[src/rtl/mem_port_arbiter_pkg.sv]
// mem_port_arbiter_pkg: shared width and FSM state type for the memory port arbiter
package mem_port_arbiter_pkg;
    localparam int XLEN = 32;
    typedef enum logic [1:0] {
        ARB_IDLE    = 2'd0,
        ARB_IF_BUSY = 2'd1,
        ARB_D_BUSY  = 2'd2,
        ARB_RESP    = 2'd3
    } arb_state_e;
endpackage

[src/rtl/mem_port_arbiter_if.sv]
// mem_port_arbiter_if: fetch, data and memory-bus signals of the arbiter
//   slave  : arbiter view (requests/mem_ready/mem_rdata in; acks, rdata, stalls, bus fields out)
//   master : environment view (core pipeline stages plus external memory)
interface mem_port_arbiter_if;
    import mem_port_arbiter_pkg::*;
    logic            if_req;
    logic [XLEN-1:0] if_addr;
    logic [XLEN-1:0] if_rdata;
    logic            if_ack;
    logic            d_req;
    logic            d_we;
    logic [XLEN-1:0] d_addr;
    logic [XLEN-1:0] d_wdata;
    logic [3:0]      d_wstrb;
    logic [XLEN-1:0] d_rdata;
    logic            d_ack;
    logic            if_stall;
    logic            d_stall;
    logic            mem_valid;
    logic            mem_we;
    logic [XLEN-1:0] mem_addr;
    logic [XLEN-1:0] mem_wdata;
    logic [3:0]      mem_wstrb;
    logic            mem_ready;
    logic [XLEN-1:0] mem_rdata;
    logic            bus_err;
    modport slave (
        input  if_req, if_addr, d_req, d_we, d_addr, d_wdata, d_wstrb, mem_ready, mem_rdata,
        output if_rdata, if_ack, d_rdata, d_ack, if_stall, d_stall,
               mem_valid, mem_we, mem_addr, mem_wdata, mem_wstrb, bus_err
    );
    modport master (
        output if_req, if_addr, d_req, d_we, d_addr, d_wdata, d_wstrb, mem_ready, mem_rdata,
        input  if_rdata, if_ack, d_rdata, d_ack, if_stall, d_stall,
               mem_valid, mem_we, mem_addr, mem_wdata, mem_wstrb, bus_err
    );
endinterface

[src/rtl/mem_port_arbiter_wait_timer.sv]
// mem_wait_timer: wait-state counter with clear/enable; expired_o when count equals TIMEOUT
//   clk, rst_n : clock, async active-low reset
//   clr_i      : zero the count (dominates en_i)
//   en_i       : add one this cycle
//   expired_o  : count == TIMEOUT
module mem_wait_timer #(
    parameter int TMR_W   = 4,
    parameter int TIMEOUT = 15
) (
    input  logic clk,
    input  logic rst_n,
    input  logic clr_i,
    input  logic en_i,
    output logic expired_o
);
    logic [TMR_W-1:0] count_q, count_d;
    always_comb count_d = clr_i ? '0 : en_i ? count_q + 1'b1 : count_q;
    always_ff @(posedge clk or negedge rst_n) begin
        if (!rst_n) count_q <= '0;
        else        count_q <= count_d;
    end
    assign expired_o = count_q == TMR_W'(TIMEOUT);
endmodule

[src/rtl/mem_port_arbiter.sv]
// mem_port_arbiter: shares one memory port between fetch and data, one transfer at a time
//   clk, rst_n : clock, async active-low reset
//   arb_if     : fetch/data request-ack channels, stalls, memory bus and bus_err (slave modport)
module mem_port_arbiter
    import mem_port_arbiter_pkg::*;
#(
    parameter int TIMEOUT = 15,
    parameter int TMR_W   = 4
) (
    input  logic                clk,
    input  logic                rst_n,
    mem_port_arbiter_if.slave   arb_if
);
    arb_state_e      state_q, state_d;
    logic            mem_valid_q, mem_valid_d, mem_we_q, mem_we_d;
    logic [XLEN-1:0] mem_addr_q, mem_addr_d, mem_wdata_q, mem_wdata_d;
    logic [3:0]      mem_wstrb_q, mem_wstrb_d;
    logic [XLEN-1:0] if_rdata_q, if_rdata_d, d_rdata_q, d_rdata_d;
    logic            if_ack_q, if_ack_d, d_ack_q, d_ack_d, bus_err_q, bus_err_d;
    logic            busy, grant, expired, tmo, done;
    assign busy  = state_q == ARB_IF_BUSY || state_q == ARB_D_BUSY;
    assign grant = state_q == ARB_IDLE && (arb_if.d_req || arb_if.if_req);
    // mem_ready in the expiry cycle still completes the transfer normally
    assign tmo   = busy && !arb_if.mem_ready && expired;
    assign done  = busy && (arb_if.mem_ready || expired);
    // the grant edge is counted too, so the count equals the number of BUSY cycles entered
    mem_wait_timer #(.TMR_W(TMR_W), .TIMEOUT(TIMEOUT)) u_timer (
        .clk       (clk),
        .rst_n     (rst_n),
        .clr_i     (state_q == ARB_RESP),
        .en_i      (grant || (busy && !arb_if.mem_ready)),
        .expired_o (expired)
    );
    always_comb begin
        state_d     = state_q;
        mem_valid_d = mem_valid_q;
        mem_we_d    = mem_we_q;
        mem_addr_d  = mem_addr_q;
        mem_wdata_d = mem_wdata_q;
        mem_wstrb_d = mem_wstrb_q;
        if_rdata_d  = if_rdata_q;
        d_rdata_d   = d_rdata_q;
        if_ack_d    = 1'b0;
        d_ack_d     = 1'b0;
        bus_err_d   = 1'b0;
        case (state_q)
            ARB_IDLE: if (grant) begin
                // data wins: it belongs to the older instruction
                state_d     = arb_if.d_req ? ARB_D_BUSY : ARB_IF_BUSY;
                mem_valid_d = 1'b1;
                mem_we_d    = arb_if.d_req && arb_if.d_we;
                mem_addr_d  = arb_if.d_req ? arb_if.d_addr : arb_if.if_addr;
                mem_wdata_d = arb_if.d_req ? arb_if.d_wdata : '0;
                mem_wstrb_d = (arb_if.d_req && arb_if.d_we) ? arb_if.d_wstrb : 4'b0000;
            end
            ARB_IF_BUSY, ARB_D_BUSY: if (done) begin
                state_d     = ARB_RESP;
                mem_valid_d = 1'b0;
                bus_err_d   = tmo;
                if_ack_d    = state_q == ARB_IF_BUSY;
                d_ack_d     = state_q == ARB_D_BUSY;
                if (state_q == ARB_IF_BUSY) if_rdata_d = tmo ? '0 : arb_if.mem_rdata;
                else                        d_rdata_d  = (tmo || mem_we_q) ? '0 : arb_if.mem_rdata;
            end
            default: state_d = ARB_IDLE;
        endcase
    end
    always_ff @(posedge clk or negedge rst_n) begin
        if (!rst_n) begin
            state_q     <= ARB_IDLE;
            mem_valid_q <= 1'b0;
            mem_we_q    <= 1'b0;
            mem_addr_q  <= '0;
            mem_wdata_q <= '0;
            mem_wstrb_q <= '0;
            if_rdata_q  <= '0;
            d_rdata_q   <= '0;
            if_ack_q    <= 1'b0;
            d_ack_q     <= 1'b0;
            bus_err_q   <= 1'b0;
        end else begin
            state_q     <= state_d;
            mem_valid_q <= mem_valid_d;
            mem_we_q    <= mem_we_d;
            mem_addr_q  <= mem_addr_d;
            mem_wdata_q <= mem_wdata_d;
            mem_wstrb_q <= mem_wstrb_d;
            if_rdata_q  <= if_rdata_d;
            d_rdata_q   <= d_rdata_d;
            if_ack_q    <= if_ack_d;
            d_ack_q     <= d_ack_d;
            bus_err_q   <= bus_err_d;
        end
    end
    assign arb_if.mem_valid = mem_valid_q;
    assign arb_if.mem_we    = mem_we_q;
    assign arb_if.mem_addr  = mem_addr_q;
    assign arb_if.mem_wdata = mem_wdata_q;
    assign arb_if.mem_wstrb = mem_wstrb_q;
    assign arb_if.if_rdata  = if_rdata_q;
    assign arb_if.d_rdata   = d_rdata_q;
    assign arb_if.if_ack    = if_ack_q;
    assign arb_if.d_ack     = d_ack_q;
    assign arb_if.bus_err   = bus_err_q;
    assign arb_if.if_stall  = arb_if.if_req && !if_ack_q;
    assign arb_if.d_stall   = arb_if.d_req && !d_ack_q;
endmodule
[src/flat_wrapper.sv]
// flat-port wrapper written by rule: the top's interface ports become plain ports
module mem_port_arbiter_flat import mem_port_arbiter_pkg::*;
#(
    parameter int TIMEOUT = 15,
    parameter int TMR_W   = 4
)
  (clk, rst_n, arb_if_if_req, arb_if_if_addr, arb_if_d_req, arb_if_d_we, arb_if_d_addr, arb_if_d_wdata, arb_if_d_wstrb, arb_if_mem_ready, arb_if_mem_rdata, arb_if_if_rdata, arb_if_if_ack, arb_if_d_rdata, arb_if_d_ack, arb_if_if_stall, arb_if_d_stall, arb_if_mem_valid, arb_if_mem_we, arb_if_mem_addr, arb_if_mem_wdata, arb_if_mem_wstrb, arb_if_bus_err);
  mem_port_arbiter_if arb_if_i ();
  input  logic clk;
  input  logic rst_n;
  input wire logic [$bits(arb_if_i.if_req)-1:0] arb_if_if_req;
  input wire logic [$bits(arb_if_i.if_addr)-1:0] arb_if_if_addr;
  input wire logic [$bits(arb_if_i.d_req)-1:0] arb_if_d_req;
  input wire logic [$bits(arb_if_i.d_we)-1:0] arb_if_d_we;
  input wire logic [$bits(arb_if_i.d_addr)-1:0] arb_if_d_addr;
  input wire logic [$bits(arb_if_i.d_wdata)-1:0] arb_if_d_wdata;
  input wire logic [$bits(arb_if_i.d_wstrb)-1:0] arb_if_d_wstrb;
  input wire logic [$bits(arb_if_i.mem_ready)-1:0] arb_if_mem_ready;
  input wire logic [$bits(arb_if_i.mem_rdata)-1:0] arb_if_mem_rdata;
  output wire logic [$bits(arb_if_i.if_rdata)-1:0] arb_if_if_rdata;
  output wire logic [$bits(arb_if_i.if_ack)-1:0] arb_if_if_ack;
  output wire logic [$bits(arb_if_i.d_rdata)-1:0] arb_if_d_rdata;
  output wire logic [$bits(arb_if_i.d_ack)-1:0] arb_if_d_ack;
  output wire logic [$bits(arb_if_i.if_stall)-1:0] arb_if_if_stall;
  output wire logic [$bits(arb_if_i.d_stall)-1:0] arb_if_d_stall;
  output wire logic [$bits(arb_if_i.mem_valid)-1:0] arb_if_mem_valid;
  output wire logic [$bits(arb_if_i.mem_we)-1:0] arb_if_mem_we;
  output wire logic [$bits(arb_if_i.mem_addr)-1:0] arb_if_mem_addr;
  output wire logic [$bits(arb_if_i.mem_wdata)-1:0] arb_if_mem_wdata;
  output wire logic [$bits(arb_if_i.mem_wstrb)-1:0] arb_if_mem_wstrb;
  output wire logic [$bits(arb_if_i.bus_err)-1:0] arb_if_bus_err;
  assign arb_if_i.if_req = arb_if_if_req;
  assign arb_if_i.if_addr = arb_if_if_addr;
  assign arb_if_i.d_req = arb_if_d_req;
  assign arb_if_i.d_we = arb_if_d_we;
  assign arb_if_i.d_addr = arb_if_d_addr;
  assign arb_if_i.d_wdata = arb_if_d_wdata;
  assign arb_if_i.d_wstrb = arb_if_d_wstrb;
  assign arb_if_i.mem_ready = arb_if_mem_ready;
  assign arb_if_i.mem_rdata = arb_if_mem_rdata;
  assign arb_if_if_rdata = arb_if_i.if_rdata;
  assign arb_if_if_ack = arb_if_i.if_ack;
  assign arb_if_d_rdata = arb_if_i.d_rdata;
  assign arb_if_d_ack = arb_if_i.d_ack;
  assign arb_if_if_stall = arb_if_i.if_stall;
  assign arb_if_d_stall = arb_if_i.d_stall;
  assign arb_if_mem_valid = arb_if_i.mem_valid;
  assign arb_if_mem_we = arb_if_i.mem_we;
  assign arb_if_mem_addr = arb_if_i.mem_addr;
  assign arb_if_mem_wdata = arb_if_i.mem_wdata;
  assign arb_if_mem_wstrb = arb_if_i.mem_wstrb;
  assign arb_if_bus_err = arb_if_i.bus_err;
  mem_port_arbiter #(.TIMEOUT(TIMEOUT), .TMR_W(TMR_W)) u_core (.clk(clk), .rst_n(rst_n), .arb_if(arb_if_i));
endmodule
[config.mk]
export PLATFORM = sky130hd
export DESIGN_NAME = mem_port_arbiter_flat
export DESIGN_NICKNAME = d
export VERILOG_FILES = /design/src/rtl/mem_port_arbiter_pkg.sv /design/src/rtl/mem_port_arbiter_if.sv /design/src/rtl/mem_port_arbiter_wait_timer.sv /design/src/rtl/mem_port_arbiter.sv /design/src/flat_wrapper.sv
export SDC_FILE = /design/constraint.sdc
export NUM_CORES = 1
export LEC_CHECK = 0
export BUFFER_PORTS_ARGS = -buffer_cell sky130_fd_sc_hd__buf_2
export CAP_MARGIN = 20
export CORE_MARGIN = 10
export CORE_UTILIZATION = 40
export DETAILED_ROUTE_END_ITERATION = 8
export PLACE_DENSITY = 0.73
export SLEW_MARGIN = 20
export SYNTH_ARGS = -nofsm -noshare
export SYNTH_HDL_FRONTEND = slang
export SYNTH_SLANG_ARGS = --single-unit
[constraint.sdc]
create_clock -name clk -period 2 [get_ports clk]
set_clock_uncertainty 0.15 [all_clocks]
set_input_delay 0 -clock clk [delete_from_list [all_inputs] [get_ports clk]]
set_output_delay 0 -clock clk [all_outputs]
set_load 0.01 [all_outputs]
==> qor.csv <==
metric,value,unit
Hold Crit Depth,3,
Synth top cells by count,"143 x dfrtp_1, 97 x a22o_1, 34 x mux2i_1",
setup_tns,0,ns
Pleak,4.75,nW
CP max stage cell,dlygate4sd3_1,
Post-layout nets,979,
clk sinks,143,
setup violators final,0,
CTS Buf Count,17,
"CP delay by family, top",buffers and inverters,
largest net degree at the start of global routing,87,
"area leader, netlist",dfrtp_1,
number of remaining DRC errors,0,
routed vias,5282,
GP Congestion,0.861,
CP peak stage delay,0.57,ns
share of cells above drive strength 1,38.6,%
WP data arrival,2.06,ns
Max transition margin,68.9,%
IO Port Bufs,276,
Rows,43,
Mapped Cells,424,
fillers,1017,
fin util,65.9,%
Worst-path clk slew,0.06,ns
yosys warns,0,
Critical path buffers and inverters,4,
status,"complete, no violations",
mapped cell area,5760,sq um
FF/Latch Area,3580,sq um
hold_ws,0.176,ns
root buffer cell,clkbuf_16,
max_cap viols,0,
most numerous cell in the Yosys netlist,dfrtp_1,
Initial Util,41.2,%
VDD IR max,0.700,mV
Layout area overhead,60.2,%
GRT Total Usage,20.1,%
CTS tree,done,
Max clock buf depth,2,
"Distinct cells, synth",34,
type of the worst setup path,primary input to register,
final instance area,9220,sq um
vias in the first global route,5890,
die area,19600,sq um
CORE AREA,14000,sq um
Final min period,1.93,ns
initial antenna violation count,2,
cells on worst reg2reg path,5,
Main synth FF type,dfrtp_1,
Die Ht,140,um
Fmax,0.517,GHz
Placed Area,7200,sq um
main area contributors after synthesis,"dfrtp_1 62%, a22o_1 15%, mux2i_1 5.9%",
Multi-input gate area,1920,sq um
post-synth net total,568,
Critical Path Source Type,primary input,
ys async rst share,100,%
Clock Latency Late Sink,0.41,ns
Pre-Repair DR Iteration Count,4,
Final Cycle Share,96.7,%
critical path endpoint category,register,
Worst EP required,2.12,ns
routed length per instance,19.6,um
HPWL after DPL,12800,um
most frequent CP cell,dlygate4sd3_1,
I/O pin total,277,
total gr overflow,0,
Post-CTS Setup Inserts,0,
critical-path cell list,dlygate4sd3_1 -> buf_2 -> buf_6 -> mux2i_1 -> dlygate4sd3_1 -> o21ai_1,
drt total wl,20200,um
share of the synthesized area in the top cell type,62.1,%
critical path depth in cells,6,
Final Hold Fails,0,
max-slew violation count,0,
DR iter-0 viols,218,
post-synthesis register bit count,143,
Hold WC Path Type,primary input to register,
synthesized area per cell,13.6,sq um
first-pass GRT wire length,31900,um
Worst-Margin Slew,0.466,ns
DRT antenna net count,0,
Post-synth EDFFs,0,
Placed Instances,855,
PwrDens,1440,nW/um^2
Die Wd,140,um
drt via density,5.13,
CTS H-tree depth,4,
"non-filler cells, final",1030,
crit path max fanout,33,
sequential fraction of the synthesis area,62.1,%
setup repair after global routing missed its margin,false,
[worst reg2reg max path: stages, from the launching register on]
cell,delay [ns]
dfrtp_1,0.40
inv_1,0.12
ha_4,0.40
and4b_1,0.22
buf_4,0.33
a22o_1,0.23
[stage by stage]
stage / power, W / worst slack [ns]
floorplan: 0.00781 / 0.222
global placement: 0.00956 / 0.0319
detailed placement: 0.00981 / -0.0872
CTS: 0.0133 / 0.0293
global route: 0.0140 / 0.0111
finish: 0.0132 / 0.0658
[area by class of cell]
type                       instances  share of cell area [%]
multi-input combinational        244                    20.8
sequential                       143                    38.8
clock buffer                      17                    4.61
clock inverter                    15                    1.61
tap                              180                    2.44
antenna                            2                  0.0543
inverter                           5                   0.203
timing repair buffer             424                    31.4
[layer usage]
layer  vias to the layer above  wire [um]  track usage (%)
met4                         0        592             9.13
li1                       2406          -                -
met5                         -          0                0
met1                      2568       7570             21.4
met2                       268      10200             34.0
met3                        40       1830             8.28
[power by group]
group	leakage [nW]	internal, W	total, W	switching (W)
Combinational	2.67	0.00247	0.00525	0.00278
Clock	0.272	0.00175	0.00306	0.00131
Sequential	1.82	0.00416	0.00493	0.000765
[cell families (layout without fill, tap and decap cells)]
| family | after synthesis | count (layout) | synth area share, % |
|---|---|---|---|
| other cells | 0 | 2 | 0 |
| mux | 36 | 36 | 6.30 |
| buf+inv | 39 | 461 | 5.43 |
| simple gates | 54 | 56 | 4.87 |
| fa+ha+maj | 6 | 6 | 1.30 |
| flops | 143 | 143 | 62.1 |
| compound gates | 146 | 146 | 19.9 |
[final timing paths]
check	start	endpoint	slack [ns]
setup / recovery	arb_if_d_req	u_core.arb_if.mem_addr[31]	0.07
hold / removal	arb_if_d_wdata[26]	u_core.arb_if.mem_wdata[26]	0.18
setup reg to reg	u_core.state_q[0]	u_core.arb_if.d_rdata[30]	0.08
hold reg to reg	u_core.arb_if.mem_addr[22]	u_core.arb_if.mem_addr[22]	0.33
max in group asynchronous	rst_n	u_core.arb_if.if_rdata[21]	0.66
min in group asynchronous	rst_n	u_core.arb_if.mem_addr[27]	0.53
[registers in the layout (all words and copies together) (netlist names)]
register	cells
u_core.arb_if.bus_err	1
u_core.arb_if.d_ack	1
u_core.arb_if.d_rdata	32
u_core.arb_if.if_ack	1
u_core.arb_if.if_rdata	32
u_core.arb_if.mem_addr	32
u_core.arb_if.mem_valid	1
u_core.arb_if.mem_wdata	32
u_core.arb_if.mem_we	1
u_core.arb_if.mem_wstrb	4
u_core.state_q	2
u_core.u_timer.count_q	4
[repair_timing]
item,CTS,global route
gates cloned,2,0
hold endpoints to repair,280,0
hold buffers,139,0
endpoints found under the setup margin,64,32
resized for setup,4,1
pin swaps,2,0
[cell usage in the layout (no fill, tap or decap), drive strengths merged, types with 3 or more instances in the layout]
cell type	count
nor2b	5
nor2	3
buf	285
clkinvlp	4
a22o	97
nand3	7
mux2i	34
inv	13
nand2	32
ha	6
clkbuf	17
dfrtp	143
a21oi	3
o21ai	35
dlygate4sd3	139
a32o	4
Note: power is estimated with default switching activity, not from simulation.
